**config.mk**
```make
export PLATFORM = sky130hd
export DESIGN_NAME = clock_gen
export DESIGN_NICKNAME = d
export VERILOG_FILES = /design/src/rtl/clk_gen_pkg.sv /design/src/rtl/clock_gen_odd_div_50.sv /design/src/rtl/clock_gen.sv
export SDC_FILE = /design/constraint.sdc
export NUM_CORES = 1
export LEC_CHECK = 0
export ABC_AREA = 1
export CORE_MARGIN = 2
export CORE_UTILIZATION = 50
export DETAILED_ROUTE_END_ITERATION = 12
export GPL_TIMING_DRIVEN = 0
export PLACE_DENSITY = 0.74
export SETUP_SLACK_MARGIN = 0.3
export SLEW_MARGIN = 10
export SYNTH_ARGS = -nofsm -noshare
export SYNTH_HDL_FRONTEND = slang
export SYNTH_HIERARCHICAL = 1
export SYNTH_SLANG_ARGS = --single-unit
```
**constraint.sdc**
```tcl
create_clock -name clkIn -period 1.3 [get_ports clkIn]
set_input_delay 0.26 -clock clkIn [delete_from_list [all_inputs] [get_ports clkIn]]
set_output_delay 0.26 -clock clkIn [all_outputs]
set_load 0.005 [all_outputs]
```
**src/rtl/clk_gen_pkg.sv**
```systemverilog
// Shared constants and sizing helper for the clock-generation front end.
package clk_gen_pkg;

    localparam int EVEN_DIV = 28;
    localparam int ODD_DIV  = 5;
    localparam int GC_INC   = 2;
    localparam int GC_DEC   = 5;
    localparam int CNT_W    = 4;
    localparam int GC_W     = 8;

    // Bits needed for a counter that runs 0..ratio-1 (at least one bit).
    function automatic int cnt_width(input int ratio);
        return (ratio <= 2) ? 1 : $clog2(ratio);
    endfunction

endpackage

```
**src/rtl/clock_gen_odd_div_50.sv**
```systemverilog
// Odd-ratio clock divider with 50% duty: posedge phase counter plus a
// negedge copy of the high phase that stretches it by half a period.
module odd_div_50 #(
    parameter int ODD_DIV = 5
) (
    input  logic clk_i,
    input  logic rst_ni,
    output logic clk_o
);

    localparam int             P_W    = clk_gen_pkg::cnt_width(ODD_DIV);
    localparam logic [P_W-1:0] P_LAST = P_W'(ODD_DIV - 1);
    localparam logic [P_W-1:0] HI_CNT = P_W'((ODD_DIV - 1) / 2);

    logic [P_W-1:0] p_q, p_d;
    logic           a_q, a_d;
    logic           b_q;

    always_comb begin
        p_d = (p_q == P_LAST) ? '0 : p_q + P_W'(1);
        a_d = (p_q < HI_CNT);
    end

    always_ff @(posedge clk_i or negedge rst_ni) begin
        if (!rst_ni) begin
            p_q <= '0;
            a_q <= 1'b0;
        end else begin
            p_q <= p_d;
            a_q <= a_d;
        end
    end

    // Half-period delayed copy extends the high phase to ODD_DIV/2 periods.
    always_ff @(negedge clk_i or negedge rst_ni) begin
        if (!rst_ni) begin
            b_q <= 1'b0;
        end else begin
            b_q <= a_q;
        end
    end

    assign clk_o = a_q | b_q;

endmodule

```
**src/rtl/clock_gen.sv**
```systemverilog
// Clock-generation front end: binary /2../16 dividers, even /EVEN_DIV and
// odd /ODD_DIV 50% clocks, and a strobe-stepped "glitchy" counter.
module clock_gen
    import clk_gen_pkg::*;
(
    input  logic            clkIn,
    input  logic            rst,
    output logic            clk_div_2,
    output logic            clk_div_4,
    output logic            clk_div_8,
    output logic            clk_div_16,
    output logic            clk_div_28,
    output logic            clk_div_5,
    output logic [GC_W-1:0] glitchy_counter
);

    localparam int               C28_W    = cnt_width(EVEN_DIV / 2);
    localparam logic [C28_W-1:0] C28_LAST = C28_W'(EVEN_DIV / 2 - 1);
    localparam logic [GC_W-1:0]  GC_INC_V = GC_W'(GC_INC);
    localparam logic [GC_W-1:0]  GC_DEC_V = GC_W'(GC_DEC);

    logic [CNT_W-1:0] cnt_q, cnt_d;
    logic [C28_W-1:0] c28_q, c28_d;
    logic             d28_q, d28_d;
    logic [GC_W-1:0]  gc_q, gc_d;
    logic             strb;

    // Strobe looks at the pre-increment count, so it fires on every 4th edge.
    assign strb = (cnt_q[1:0] == 2'b11);

    always_comb begin
        cnt_d = cnt_q + CNT_W'(1);
        c28_d = c28_q + C28_W'(1);
        d28_d = d28_q;
        if (c28_q == C28_LAST) begin
            c28_d = '0;
            d28_d = ~d28_q;
        end
        gc_d = strb ? (gc_q - GC_DEC_V) : (gc_q + GC_INC_V);
    end

    always_ff @(posedge clkIn or negedge rst) begin
        if (!rst) begin
            cnt_q <= '0;
            c28_q <= '0;
            d28_q <= 1'b0;
            gc_q  <= '0;
        end else begin
            cnt_q <= cnt_d;
            c28_q <= c28_d;
            d28_q <= d28_d;
            gc_q  <= gc_d;
        end
    end

    odd_div_50 #(
        .ODD_DIV (ODD_DIV)
    ) u_div_odd (
        .clk_i  (clkIn),
        .rst_ni (rst),
        .clk_o  (clk_div_5)
    );

    assign clk_div_2       = cnt_q[0];
    assign clk_div_4       = cnt_q[1];
    assign clk_div_8       = cnt_q[2];
    assign clk_div_16      = cnt_q[3];
    assign clk_div_28      = d28_q;
    assign glitchy_counter = gc_q;

endmodule

```
== Yosys cells after proc, flatten, opt, wreduce, memory -nomap -nowiden ==
Index checks and enable logic that the tools add are counted.
Operators by class
  multiply operators: 0
  muxes and demuxes: 3
  bitwise logic cells: 2
  $add $sub $neg: 5
  $lt $le $gt $ge: 1
  shift operators: 0
  reductions and logical operators: 0
  div/mod/pow operators: 0
  equality and inequality tests: 3
Operator list (count)
  $add 4x1->4 const B: 2
  $add 8x2->8 const B: 1
  $mux 8: 1
  $sub 8x3->8 const B: 1
  $eq 4x4->1 const B: 1
  $mux 4: 1
  $add 3x1->3 const B: 1
  $eq 3x3->1 const B: 1
  $lt 3x2->1 const B: 1
  $mux 3: 1
  $eq 2x2->1 const B: 1
  $not 1->1: 1
  $or 1x1->1: 1
Word-level totals
  register bits after elaboration: 22
  bits in writable memories: 0
  latch bits: 0
  memories kept: 0
  ROM bits: 0
  input bits: 2

== Depth between registers and ports, before layout ==
Gate-level depths: netlist of the first run.
  word-level depth: 2
  mapped depth: 9
  depth with buffers taken out: 9

== Cells and area by module ==
The synthesis of the first run kept the hierarchy.
By module, submodules not included
  clock_gen: times used 1, sequential area each 425.4 um^2, area each 842.1 um^2, cells an instance 96
  odd_div_50: times used 1, sequential area each 125.1 um^2, area each 191.4 um^2, cells an instance 17

==> metrics.txt, run 1 <==
final count of hold timing violations=21; sequential share of the synthesized area=a little over half; initial core utilization=52.7%; CP Launch Type=register; die height=49.5 um; Netlist Area Pre-Place=1030 sq um; FF-to-FF path depth=7; IO Pins=16; DIE AREA=roughly 2400 sq um; distinct cell type count after synthesis=24; YS warnings=6; fin worst setup slack=-0.558 ns; total number of vias=896; max incr delay on CP=0.33 ns; hold bufs inserted after CTS=0; Placed Area=1250 sq um; Synth area leaders=dfrtp_1 51%, nand2_1 11%, ha_1 7.3%; MaxCap Viol Count=0; vias per std cell=approximately 5.0; Final #Nets=163; Placer Congestion=around 0.8; FILL cells=roughly 110; Core Area=1960 sq um; final wirelength=2.78 mm; pin count of the biggest net entering global routing=23; cells along the critical path=or2_1 -> buf_2; WHS=-0.109 ns; most frequent cells in the layout=22 x nand2_1, 18 x dfrtp_1, 15 x buf_6; Slew @ Worst Pin=0.486 ns; Reg2Reg Setup Slack=-0.07 ns; H-tree levels=1; Clock Latency Late Sink=0.31 ns; Layout Skew=0.00517 ns; Leakage=approximately 0.83 nW; Synth area leader=dfrtp_1; leading cell type in the layout, fill and taps excluded=nand2_1; die width=49.5 um; Antenna Violating Nets Remaining=0; cts bufs inserted=3; top-area cell type share of the netlist area=around half; failing checks=negative hold slack, negative setup slack; overall global routing resource usage=22.2%; Clk pin slew, worst setup/hold paths=0.12 ns; final std cells w/o fill=181; vias in the first global route=884; first-pass GRT wire length=roughly 4.1 mm; layout overhead on the synthesized area=55.7%; antenna fix cells=0; row count=16; RSZ-0062 raised after global routing=true; design area=approximately 1600 sq um; DRT iter0 DRCs=18; GR Overflow Total=0; VDD IR max=0.603 mV; Residual DRC=0; Mapped Avg Cell Area=9.15 sq um; clk sink count=22; Post-Syn Nets=121; Setup crit end kind=output pin; reg-to-reg critical path startpoint=glitchy_counter[1]; post-place setup slack=-0.756 ns; CTS root buf=clkbuf_4; CP arrival=1.60 ns; synthesized instance count=113; Final setup viols=7; FF-to-FF End=glitchy_counter[7]; initial antenna violation count=0; Req. time, crit path=1.04 ns; synthesized flop and latch total=22; Crit Path Class=register to output pin; # placed instances=between 150 and 200; status=finished with violations; Slew Limit Fails=0; PwrDens=~760 nW/um^2; layout cells sized above 1=48.1%; Longest Clk Path Bufs=2; TritonRoute pass-1 iters=4; DR WL/cell=15.3 um; input/output buffers=15; DP Wirelength=1.27 mm; Hold Path Class=input pin to async pin; Slew Limit Headroom=67.6%; CTS tree=yes; Crit-path slowest cell=dfrtn_1; worst-path fanout max=1
Yosys cell counts (all sizes together):
master and count:
xor2 3, a21oi 6, nand3b 1, dfrtn 1, nand3 8, ha 6, nand2 31, nand4 1
buf 1, and2 1, nor3 1, xnor2 1, nor3b 1, nor2 9, dfrtp 21, o21ai 2
or2 1, inv 16, o22ai 1, o211ai 1
critical path, delay by kind of cell, from the launching register on:
kind / cells / cell delay, ns
buffers and inverters: 1 / 0.12
flip-flops: 1 / 0.33
AND/OR/NAND/NOR: 1 / 0.19
how the worst max path moves through the flow:
stage	startpoint	to	slack (ns)	cells after the start
5_1_grt	u_div_odd/b_q	clk_div_5	-0.63	2
6_report	u_div_odd/b_q	clk_div_5	-0.56	2
4_1_cts	u_div_odd/b_q	clk_div_5	-0.57	2
3_3_place_gp	rst	u_div_odd/b_q	-0.76	1
2_1_floorplan	u_div_odd/b_q	clk_div_5	-0.12	1
3_5_place_dp	rst	u_div_odd/b_q	-0.76	1
through the flow:
stage / hold slack [ns] / total power, mW / utilization (%) / setup TNS, ns
after floorplan: -0.0356 / 0.698 / - / -0.115
after global placement: 0.439 / 0.714 / 63.8 / -5.60
after detailed placement: 0.453 / 0.714 / 63.8 / -5.49
after CTS: 0.0200 / 1.23 / 75.3 / -0.893
after global routing: -0.0920 / 1.26 / 82.0 / -1.49
final: -0.109 / 1.22 / 82.0 / -1.13
routing by layer:
layer | GRT usage [%] | wire length [um] | vias to the layer above
met4 | 7.41 | 87 | 0
met3 | 7.27 | 105 | 6
met2 | 37.8 | 1450 | 24
met1 | 26.6 | 1140 | 425
met5 | 0 | 0 | -
li1 | - | - | 441
state kept, by name, summed over array words and instances (netlist names):
register         flops
glitchy_counter      8
c28_q                4
cnt_q                4
u_div_odd/p_q        3
clk_div_28           1
u_div_odd/a_q        1
u_div_odd/b_q        1
area by class of cell:
cell class              count  area [sq um]  area share [%]
inverters                  16          77.6            4.82
clock inverters             1          30.0            1.87
repair buffers             37           324            20.1
clock buffers               3          22.5            1.40
well taps                  27          33.8            2.10
flip-flops and latches     22           554            34.4
multi-input cells          74           552            34.3
plain buffers               1          15.0           0.933
what timing repair did:
item                       4_1_cts  5_1_grt
setup endpoints to repair       46       25
resized for setup               86       25
setup buffers                   17        5
pin swaps                        8       11
hold endpoints to repair         0       21
cells by family (layout without fill, tap and decap cells):
logic type,after synthesis,count (layout),synth area share [%]
AO/OA/AOI/OAI,10,10,5.57
XOR/XNOR,4,4,3.39
flip-flops,22,22,53.3
adder cells (fa/ha/maj),6,6,7.26
buffers and inverters,17,58,6.90
AND/OR/NAND/NOR,54,54,23.6
power by group:
group / internal (mW) / switching [mW]
combinational: 0.00108 / 0.0126
sequential: 0.684 / 0
clock: 0.312 / 0.210
Note: power is estimated with default switching activity, not from simulation.
==> run 2, diff against run 1 <==
--- a/config.mk
+++ b/config.mk
@@ -6,8 +6,10 @@
 export NUM_CORES = 1
 export LEC_CHECK = 0
 export ABC_AREA = 1
+export CELL_PAD_IN_SITES_DETAIL_PLACEMENT = 0
+export CELL_PAD_IN_SITES_GLOBAL_PLACEMENT = 2
 export CORE_MARGIN = 2
-export CORE_UTILIZATION = 50
+export CORE_UTILIZATION = 31
 export DETAILED_ROUTE_END_ITERATION = 12
 export GPL_TIMING_DRIVEN = 0
 export PLACE_DENSITY = 0.74
==> metrics.txt, run 2 (synthesis gave the netlist of run 1 again) <==
status=finished with violations; failing checks=negative hold slack, negative setup slack; die height=between 60 and 70 um; H-tree levels=1; Setup crit end kind=output pin; met3 Usage GRT=4.35%; Clock Latency Late Sink=0.31 ns; TritonRoute pass-1 iters=4; initial antenna violation count=0; Slew @ Worst Pin=0.520 ns; vias in the first global route=812; fin worst setup slack=-0.566 ns; initial core utilization=33.3%; Placer Congestion=0.722; Final setup viols=5; cts bufs inserted=3; Layout Skew=0.00718 ns; Final Util=between 50% and 60%; reg-to-reg critical path startpoint=u_div_odd/a_q; FF-to-FF End=u_div_odd/b_q; CP arrival=1.61 ns; GRT busiest layer=met2; Antenna Violating Nets Remaining=0; IO Pins=16; Final #Nets=around 160; vias per std cell=4.30; total number of vias=855; input/output buffers=15; row count=20; clk sink count=22; MaxCap Viol Count=0; most frequent cells in the layout=25 x nand2_1, 19 x dfrtp_1, 17 x buf_6; FF-to-FF path depth=1; VDD IR max=approximately 0.6 mV; Leakage=0.806 nW; overall global routing resource usage=13.7%; Crit-path slowest cell=dfrtn_1; Crit Path Class=register to output pin; Hold Path Class=input pin to async pin; pin count of the biggest net entering global routing=23; final count of hold timing violations=11; Req. time, crit path=1.04 ns; PwrDens=772 nW/um^2; Core Area=slightly above 3000 sq um; DP Wirelength=around 1.3 mm; cells along the critical path=or2_1 -> buf_2; met1 Use GR=between 10% and 20%; beginning of the critical path=u_div_odd/b_q; layout cells sized above 1=between 40 and 50%; Residual DRC=0; layout overhead on the synthesized area=54.5%; GR Overflow Total=0; WHS=-0.00874 ns; first-pass GRT wire length=3.70 mm; Reg2Reg Setup Slack=-0.01 ns; DIE AREA=3810 sq um; worst-path fanout max=1; CTS root buf=clkbuf_4; Slew Limit Headroom=65.3%; CTS tree=yes; antenna fix cells=0; total chip power=1.23 mW; die width=61.7 um; DR WL/cell=10.7 um; leading cell type in the layout, fill and taps excluded=nand2_1; Longest Clk Path Bufs=2; final wirelength=2.13 mm; Clk pin slew, worst setup/hold paths=roughly 0.13 ns; Setup crit end=clk_div_5; RSZ-0062 raised after global routing=true; max reg flops=8; max incr delay on CP=about 0.33 ns; Slew Limit Fails=0; DRT iter0 DRCs=37; CP Launch Type=register; GR Util met2=21.8%
[run 2: cell types whose count changed in the layout (fill, tap and decap cells not counted), moves of 2 or more]
cell     change
buf_6        +2
nand2_1      +3
nand2_4      -2
buf_4        -2
inv_2        +3
[run 2: per-stage QoR]
step / instance area, sq um / setup TNS [ns] / hold slack [ns] / setup WS, ns / instances
2_1_floorplan: 1070 / -0.115 / -0.0356 / -0.115 / 113
3_3_place_gp: 1270 / -6.71 / 0.440 / -0.810 / 172
3_5_place_dp: 1270 / -6.77 / 0.453 / -0.813 / 172
4_1_cts: 1500 / -1.28 / 0.0156 / -0.583 / 193
5_1_grt: 1600 / -1.93 / -0.00470 / -0.626 / 199
6_report: 1600 / -1.27 / -0.00874 / -0.566 / 199
[run 2: how the worst min path moves through the flow]
stage / end / cells past startpoint
2_1_floorplan: c28_q[0] / 0
3_3_place_gp: u_div_odd/p_q[0] / 1
3_5_place_dp: u_div_odd/a_q / 1
4_1_cts: glitchy_counter[0] / 1
5_1_grt: glitchy_counter[4] / 1
6_report: glitchy_counter[4] / 1
[run 2: power breakdown]
part	internal (mW)	switching [mW]	leakage [nW]
registers	0.684	0	0.266
logic	0.00416	0.0136	0.512
clock network	0.312	0.218	0.0279
total	1.00	0.232	0.806
[run 2: cell type report]
class,count,area [sq um]
Fill cell,315,1510
Sequential cell,22,553
Multi-Input combinational cell,74,512
Timing Repair Buffer,38,342
Inverter,16,67.6
Tap cell,44,55.1
Clock inverter,1,30.0
Clock buffer,3,22.5
Buffer,1,15.0
[run 2: what timing repair did]
action / in CTS / in global routing
pin swaps: 4 / 4
hold buffers: 0 / 1
endpoints found under the setup margin: 46 / 26
gates resized for setup: 79 / 13
endpoints found under the hold margin: 0 / 1
buffers inserted: 17 / 5
[run 2: per-layer routing]
metal  vias to the layer above  share of wire [%]
li1                        441                  -
met1                       395                 45
met2                        17                 48
met3                         2                5.6
met4                         0               0.85
met5                         -                  0
[run 2: critical path: cells and delay by family, from the launching register on]
family | cells | cell delay, ns
buffers and inverters | 1 | 0.12
flip-flops | 1 | 0.33
AND/OR/NAND/NOR | 1 | 0.19
